--- src/rtl/ysyx_22050612_mem_arb_if.sv ---
// Purpose: bundle of the IFU, LSU and data-memory handshake signals around the arbiter.
// Latency: wiring only; no state.
// Backpressure: valid/ready on each request channel; responses are single-cycle pulses.
interface ysyx_22050612_mem_arb_if;
  // IFU read-only request channel
  logic        if_req_valid;
  logic [63:0] if_addr;
  logic        if_req_ready;
  logic        if_resp_valid;
  logic [63:0] if_rdata;

  // LSU load/store channel
  logic        ls_req_valid;
  logic [63:0] ls_addr;
  logic        ls_wen;
  logic [63:0] ls_wdata;
  logic [7:0]  ls_wmask;
  logic        ls_req_ready;
  logic        ls_resp_valid;
  logic [63:0] ls_rdata;

  // shared data-memory port
  logic        mem_req_valid;
  logic [63:0] mem_addr;
  logic        mem_wen;
  logic [63:0] mem_wdata;
  logic [7:0]  mem_wmask;
  logic        mem_req_ready;
  logic        mem_resp_valid;
  logic [63:0] mem_rdata;

  // arbiter view: serves the two CPU masters and drives the memory port
  modport slave (
    input  if_req_valid, if_addr,
    output if_req_ready, if_resp_valid, if_rdata,
    input  ls_req_valid, ls_addr, ls_wen, ls_wdata, ls_wmask,
    output ls_req_ready, ls_resp_valid, ls_rdata,
    output mem_req_valid, mem_addr, mem_wen, mem_wdata, mem_wmask,
    input  mem_req_ready, mem_resp_valid, mem_rdata
  );

  // environment view: the CPU masters plus the memory model
  modport master (
    output if_req_valid, if_addr,
    input  if_req_ready, if_resp_valid, if_rdata,
    output ls_req_valid, ls_addr, ls_wen, ls_wdata, ls_wmask,
    input  ls_req_ready, ls_resp_valid, ls_rdata,
    input  mem_req_valid, mem_addr, mem_wen, mem_wdata, mem_wmask,
    output mem_req_ready, mem_resp_valid, mem_rdata
  );
endinterface

--- src/rtl/ysyx_22050612_mem_arb.sv ---
// Purpose: two-master (IFU, LSU) to one data-memory port arbiter, one transaction in flight.
// Latency: grant at N, mem_req_valid at N+1, owner's resp_valid in the same cycle as mem_resp_valid.
// Backpressure: grants only in IDLE; request held stable while mem_req_ready is low.
module ysyx_22050612_mem_arb #(
  parameter int MAX_WAIT = 4,
  parameter int CNT_W    = 8
) (
  input  logic                      clk,
  input  logic                      rst_n,
  ysyx_22050612_mem_arb_if.slave    bus,
  output logic                      busy,
  output logic                      err_resp
);

  typedef enum logic [1:0] {
    S_IDLE = 2'd0,
    S_REQ  = 2'd1,
    S_WAIT = 2'd2
  } state_t;

  typedef enum logic {
    OWN_IF = 1'b0,
    OWN_LS = 1'b1
  } owner_t;

  // captured request, replayed on the memory port until accepted
  typedef struct packed {
    logic [63:0] addr;
    logic        wen;
    logic [63:0] wdata;
    logic [7:0]  wmask;
  } req_t;

  localparam logic [CNT_W-1:0] WAIT_LIM = CNT_W'(MAX_WAIT);

  state_t            state_q, state_d;
  owner_t            owner_q, owner_d;
  req_t              req_q, req_d;
  logic              cap_en;
  logic [CNT_W-1:0]  wait_cnt_q;
  logic              err_q;

  logic              if_win, ls_win;
  logic              if_req_ready, ls_req_ready;
  logic              mem_req_valid;
  logic              resp_fire;
  logic              if_resp_valid, ls_resp_valid;

  // Arbitration: LSU has priority unless the IFU has waited long enough.
  always_comb begin
    if_win = 1'b0;
    ls_win = 1'b0;
    if (state_q == S_IDLE) begin
      if_win = bus.if_req_valid && ((wait_cnt_q >= WAIT_LIM) || !bus.ls_req_valid);
      ls_win = bus.ls_req_valid && !if_win;
    end
  end

  // Next-state, capture selection and handshake outputs.
  always_comb begin
    state_d       = state_q;
    owner_d       = owner_q;
    req_d         = req_q;
    cap_en        = 1'b0;
    if_req_ready  = 1'b0;
    ls_req_ready  = 1'b0;
    mem_req_valid = 1'b0;
    resp_fire     = 1'b0;
    case (state_q)
      S_IDLE: begin
        if (if_win) begin
          if_req_ready = 1'b1;
          cap_en       = 1'b1;
          owner_d      = OWN_IF;
          // fetches are always plain reads
          req_d.addr   = bus.if_addr;
          req_d.wen    = 1'b0;
          req_d.wdata  = '0;
          req_d.wmask  = '0;
          state_d      = S_REQ;
        end else if (ls_win) begin
          ls_req_ready = 1'b1;
          cap_en       = 1'b1;
          owner_d      = OWN_LS;
          req_d.addr   = bus.ls_addr;
          req_d.wen    = bus.ls_wen;
          req_d.wdata  = bus.ls_wdata;
          req_d.wmask  = bus.ls_wmask;
          state_d      = S_REQ;
        end
      end
      S_REQ: begin
        mem_req_valid = 1'b1;
        if (bus.mem_req_ready) begin
          state_d = S_WAIT;
        end
      end
      S_WAIT: begin
        if (bus.mem_resp_valid) begin
          resp_fire = 1'b1;
          state_d   = S_IDLE;
        end
      end
      default: begin
        state_d = S_IDLE;
      end
    endcase
  end

  // State register; reset abandons any in-flight transaction.
  always_ff @(posedge clk) begin
    if (!rst_n) begin
      state_q <= S_IDLE;
    end else begin
      state_q <= state_d;
    end
  end

  // Owner and request capture, written only on a grant so mem_* hold afterwards.
  always_ff @(posedge clk) begin
    if (!rst_n) begin
      owner_q <= OWN_IF;
      req_q   <= '0;
    end else if (cap_en) begin
      owner_q <= owner_d;
      req_q   <= req_d;
    end
  end

  // IFU wait counter: counts pending-but-not-accepted cycles, saturating.
  always_ff @(posedge clk) begin
    if (!rst_n) begin
      wait_cnt_q <= '0;
    end else if (!bus.if_req_valid || if_req_ready) begin
      wait_cnt_q <= '0;
    end else if (wait_cnt_q != {CNT_W{1'b1}}) begin
      wait_cnt_q <= wait_cnt_q + 1'b1;
    end
  end

  // Sticky flag for a memory response that arrives with nothing outstanding.
  always_ff @(posedge clk) begin
    if (!rst_n) begin
      err_q <= 1'b0;
    end else if (bus.mem_resp_valid && (state_q != S_WAIT)) begin
      err_q <= 1'b1;
    end
  end

  // Route the response to the owner; read data is zero except while a pulse is live.
  always_comb begin
    if_resp_valid = resp_fire && (owner_q == OWN_IF);
    ls_resp_valid = resp_fire && (owner_q == OWN_LS);
  end

  assign bus.if_req_ready  = if_req_ready;
  assign bus.ls_req_ready  = ls_req_ready;
  assign bus.if_resp_valid = if_resp_valid;
  assign bus.ls_resp_valid = ls_resp_valid;
  assign bus.if_rdata      = if_resp_valid ? bus.mem_rdata : '0;
  assign bus.ls_rdata      = ls_resp_valid ? bus.mem_rdata : '0;

  assign bus.mem_req_valid = mem_req_valid;
  assign bus.mem_addr      = req_q.addr;
  assign bus.mem_wen       = req_q.wen;
  assign bus.mem_wdata     = req_q.wdata;
  assign bus.mem_wmask     = req_q.wmask;

  assign busy     = (state_q != S_IDLE);
  assign err_resp = err_q;

endmodule

--- src/flat_wrapper.sv ---
// flat-port wrapper written by rule: the top's interface ports become plain ports
module ysyx_22050612_mem_arb_flat 
#(
  parameter int MAX_WAIT = 4,
  parameter int CNT_W    = 8
)
  (clk, rst_n, busy, err_resp, bus_if_req_valid, bus_if_addr, bus_if_req_ready, bus_if_resp_valid, bus_if_rdata, bus_ls_req_valid, bus_ls_addr, bus_ls_wen, bus_ls_wdata, bus_ls_wmask, bus_ls_req_ready, bus_ls_resp_valid, bus_ls_rdata, bus_mem_req_valid, bus_mem_addr, bus_mem_wen, bus_mem_wdata, bus_mem_wmask, bus_mem_req_ready, bus_mem_resp_valid, bus_mem_rdata);
  ysyx_22050612_mem_arb_if bus_i ();
  input  logic clk;
  input  logic rst_n;
  output logic busy;
  output logic err_resp;
  input wire logic [$bits(bus_i.if_req_valid)-1:0] bus_if_req_valid;
  input wire logic [$bits(bus_i.if_addr)-1:0] bus_if_addr;
  output wire logic [$bits(bus_i.if_req_ready)-1:0] bus_if_req_ready;
  output wire logic [$bits(bus_i.if_resp_valid)-1:0] bus_if_resp_valid;
  output wire logic [$bits(bus_i.if_rdata)-1:0] bus_if_rdata;
  input wire logic [$bits(bus_i.ls_req_valid)-1:0] bus_ls_req_valid;
  input wire logic [$bits(bus_i.ls_addr)-1:0] bus_ls_addr;
  input wire logic [$bits(bus_i.ls_wen)-1:0] bus_ls_wen;
  input wire logic [$bits(bus_i.ls_wdata)-1:0] bus_ls_wdata;
  input wire logic [$bits(bus_i.ls_wmask)-1:0] bus_ls_wmask;
  output wire logic [$bits(bus_i.ls_req_ready)-1:0] bus_ls_req_ready;
  output wire logic [$bits(bus_i.ls_resp_valid)-1:0] bus_ls_resp_valid;
  output wire logic [$bits(bus_i.ls_rdata)-1:0] bus_ls_rdata;
  output wire logic [$bits(bus_i.mem_req_valid)-1:0] bus_mem_req_valid;
  output wire logic [$bits(bus_i.mem_addr)-1:0] bus_mem_addr;
  output wire logic [$bits(bus_i.mem_wen)-1:0] bus_mem_wen;
  output wire logic [$bits(bus_i.mem_wdata)-1:0] bus_mem_wdata;
  output wire logic [$bits(bus_i.mem_wmask)-1:0] bus_mem_wmask;
  input wire logic [$bits(bus_i.mem_req_ready)-1:0] bus_mem_req_ready;
  input wire logic [$bits(bus_i.mem_resp_valid)-1:0] bus_mem_resp_valid;
  input wire logic [$bits(bus_i.mem_rdata)-1:0] bus_mem_rdata;
  assign bus_i.if_req_valid = bus_if_req_valid;
  assign bus_i.if_addr = bus_if_addr;
  assign bus_if_req_ready = bus_i.if_req_ready;
  assign bus_if_resp_valid = bus_i.if_resp_valid;
  assign bus_if_rdata = bus_i.if_rdata;
  assign bus_i.ls_req_valid = bus_ls_req_valid;
  assign bus_i.ls_addr = bus_ls_addr;
  assign bus_i.ls_wen = bus_ls_wen;
  assign bus_i.ls_wdata = bus_ls_wdata;
  assign bus_i.ls_wmask = bus_ls_wmask;
  assign bus_ls_req_ready = bus_i.ls_req_ready;
  assign bus_ls_resp_valid = bus_i.ls_resp_valid;
  assign bus_ls_rdata = bus_i.ls_rdata;
  assign bus_mem_req_valid = bus_i.mem_req_valid;
  assign bus_mem_addr = bus_i.mem_addr;
  assign bus_mem_wen = bus_i.mem_wen;
  assign bus_mem_wdata = bus_i.mem_wdata;
  assign bus_mem_wmask = bus_i.mem_wmask;
  assign bus_i.mem_req_ready = bus_mem_req_ready;
  assign bus_i.mem_resp_valid = bus_mem_resp_valid;
  assign bus_i.mem_rdata = bus_mem_rdata;
  ysyx_22050612_mem_arb #(.MAX_WAIT(MAX_WAIT), .CNT_W(CNT_W)) u_core (.clk(clk), .rst_n(rst_n), .bus(bus_i), .busy(busy), .err_resp(err_resp));
endmodule
--- config.mk ---
export PLATFORM = sky130hd
export DESIGN_NAME = ysyx_22050612_mem_arb_flat
export DESIGN_NICKNAME = d
export VERILOG_FILES = /design/src/rtl/ysyx_22050612_mem_arb_if.sv /design/src/rtl/ysyx_22050612_mem_arb.sv /design/src/flat_wrapper.sv
export SDC_FILE = /design/constraint.sdc
export NUM_CORES = 1
export LEC_CHECK = 0
export BUFFER_PORTS_ARGS = -buffer_cell sky130_fd_sc_hd__buf_2
export CAP_MARGIN = 20
export CELL_PAD_IN_SITES_DETAIL_PLACEMENT = 1
export CELL_PAD_IN_SITES_GLOBAL_PLACEMENT = 1
export CORE_AREA = 4 4 209 211
export DETAILED_ROUTE_END_ITERATION = 16
export DIE_AREA = 0 0 213 215
export MAX_ROUTING_LAYER = met4
export PLACE_DENSITY = 0.59
export SLEW_MARGIN = 25
export SYNTH_ARGS = -nofsm -noshare
export SYNTH_HDL_FRONTEND = slang
export SYNTH_SLANG_ARGS = --single-unit
--- constraint.sdc ---
create_clock -name clk -period 2.1 [get_ports clk]
set_input_delay 0 -clock clk [delete_from_list [all_inputs] [get_ports clk]]
set_output_delay 0 -clock clk [all_outputs]
set_load 0.05 [all_outputs]
==> impl_metrics.json <==
{
  "syn2layout_area_growth_pct": 99.0,
  "final_nets": 1614,
  "syn_inst": 601,
  "synthTopCellsByArea": "dfxtp_1 47%, and2_1 13%, a22o_1 10%",
  "chipWidth_um": 213,
  "skew_ns": 0.00800,
  "design_area_um2": 12600,
  "layout-drive-gt1-share": 0.494,
  "grt-ovfl-total": 0,
  "core_area_um2": 41800,
  "grt_pass1_wl_mm": 53.0,
  "fin_crit_ns": 2.14,
  "grt_pass1_vias": 8717,
  "drt_iter0_markers": 391,
  "die-area_um2": 45800,
  "status": "complete, but fails checks",
  "hold_violations": 0,
  "hold_path_class": "input pin to flop",
  "io_pins": 543,
  "synth-main-ff-cell": "dfxtp_1",
  "n_fill_cell": 4854,
  "path_clk_slew_ns": 0.07,
  "dr.pass1.iters": 4,
  "start_util": 0.152,
  "rows": 75,
  "path_class": "flop to flop",
  "synth.most_common_cell": "dfxtp_1",
  "power.density_nw_per_um2": 707,
  "num_vias": 7843,
  "hpwl_mm": 24.3,
  "netlist.area_leader.share": 0.470,
  "synth_area_per_cell_um2": 10.6,
  "synth_top_area_cell": "dfxtp_1",
  "drt_wl_total_mm": 36.8,
  "die_h_um": 215,
  "period_share": 1.02,
  "ant_nets": 0,
  "synth_edf_count": 0,
  "synth.distinct_cells": 34,
  "violations": "setup timing",
  "setup_violations": 12,
  "cts_buffer_depth": 2,
  "grt_util_all_layers": 0.156,
  "insertion_delay_ns": 0.46,
  "worst_setup_path_end_kind": "flop",
  "antenna_found_initial": 4,
  "grt_max_degree": 66,
  "cts_tree": "done",
  "startpoint_type": "flop",
  "route.detailed.drc": 0,
  "place_congestion": 0.837,
  "arrival_ns": 2.49,
  "cp.required_ns": 2.45,
  "rsz0062_at_grt": "yes",
  "routedWlPerCell_um": 19.3,
  "cts-buffers-inserted": 17,
  "ys_warn_count": 0,
  "cts.sinks": 149,
  "timing.setup.tns_ns": -0.319,
  "synthTopCellsByCount": "149 x dfxtp_1, 130 x and2_1, 73 x a22o_1",
  "slew-limit-headroom": 0.603,
  "holdWs_ns": 0.0682,
  "ys_ff_latch": 149,
  "path_max_fanout": 10,
  "io_buffer_count": 542,
  "ys_seq_area_frac": 0.470,
  "drv_slew": 0,
  "maxCapViolations": 0,
  "ctsHtreeMaxLevel": 4,
  "ir_drop_v": 0.000470,
  "leakagePower_uw": 0.00623,
  "worstMarginPinSlew_ns": 0.596,
  "place_area_um2": 9700,
  "cts_root_buf": "clkbuf_16",
  "max_freq_mhz": 467,
  "setup_slack_ns": -0.0407,
  "synth_area_um2": 6350,
  "async_flop_share": 0,
  "via_per_inst": 4.13,
  "syn_nets": 874
}
-- logic make-up (layout without fill, tap and decap cells) --
| family | after synthesis | after routing | share of synthesized area |
|---|---|---|---|
| AOI/OAI and AO/OA | 213 | 213 | 0.306 |
| and+or+nand+nor | 168 | 168 | 0.157 |
| xor gates and xnor gates | 1 | 1 | 0.00138 |
| adders and majority gates | 2 | 2 | 0.00394 |
| DFF | 149 | 149 | 0.470 |
| buffers and inverters | 66 | 819 | 0.0587 |
| muxes | 2 | 2 | 0.00315 |
| other | 0 | 8 | 0 |
-- sequential cells by signal (all words and copies together), names as in the netlist --
register and count:
u_core.bus.mem_wmask 8, u_core.err_resp 1, u_core.owner_q 1, u_core.bus.mem_addr 64, u_core.bus.mem_wdata 64, u_core.wait_cnt_q 8
u_core.bus.mem_wen 1, u_core.state_q 2
-- layout by cell type (no fill, tap or decap), types with 8 or more instances in the layout --
master | netlist | final
dlygate4sd3_1 | 0 | 204
clkbuf_4 | 0 | 23
buf_2 | 1 | 516
buf_4 | 7 | 17
and2_1 | 130 | 130
dfxtp_1 | 149 | 146
clkbuf_16 | 0 | 18
buf_12 | 0 | 11
nor2_1 | 17 | 15
diode_2 | 0 | 8
o221a_2 | 49 | 48
o21a_1 | 64 | 64
o221a_1 | 15 | 15
a22o_1 | 73 | 73
-- per-stage QoR --
step                      power, µW  std cells   util  setup slack [ns]
after floorplan                4730        601      -             0.243
after global placement         5490       1645  0.232            0.0997
after detailed placement       5510       1645  0.232            0.0724
after CTS                      9010       1891  0.299            -0.180
after global routing           9370       1897  0.302            -0.102
final                          8940       1901  0.303           -0.0407
-- repair_timing --
item,in CTS,in global routing
gates resized for setup,20,35
setup endpoints to repair,2,154
pin swaps,18,4
gates cloned,2,2
hold buffers,204,0
endpoints found under the hold margin,141,0
setup buffers,8,1
-- per-layer routing --
metal  up-vias  global-route usage  wire length, µm
met5         -                   -                0
met1      3767               0.179            15100
met3        49              0.0414             2400
li1       3709                   -                -
met2       318               0.263            18300
met4         0              0.0520              916
-- where the power goes --
part | switching, µW | internal [µW]
clock network | 1440 | 1620
registers | 141 | 3070
logic | 1650 | 1020
-- cell type report --
type	instances	area, µm²	area share
inverter	7	41.3	0.00327
clock buffer	20	457	0.0361
sequential	149	2990	0.236
timing repair buffer	780	5310	0.420
antenna	8	20.0	0.00158
clock inverter	12	114	0.00901
tap	539	674	0.0534
multi-input combinational	386	3040	0.240
-- path summary, 6_finish.rpt --
path	slack (ns)	cells after the start	from	to
setup / recovery	-0.04	6	u_core.wait_cnt_q[3]	u_core.bus.mem_addr[0]
hold / removal	0.07	3	bus_if_req_valid	u_core.wait_cnt_q[5]
setup reg to reg	-0.04	6	u_core.wait_cnt_q[3]	u_core.bus.mem_addr[0]
hold reg to reg	0.47	2	u_core.err_resp	u_core.err_resp
-- critical path, stage by stage (launching register included) --
cell	delay [ns]
dfxtp_2	0.32
or4b_4	0.56
o41ai_4	0.29
nand2_2	0.15
buf_4	0.18
bufbuf_16	0.28
o221a_2	0.25
Power figures use the tool's default switching activity.
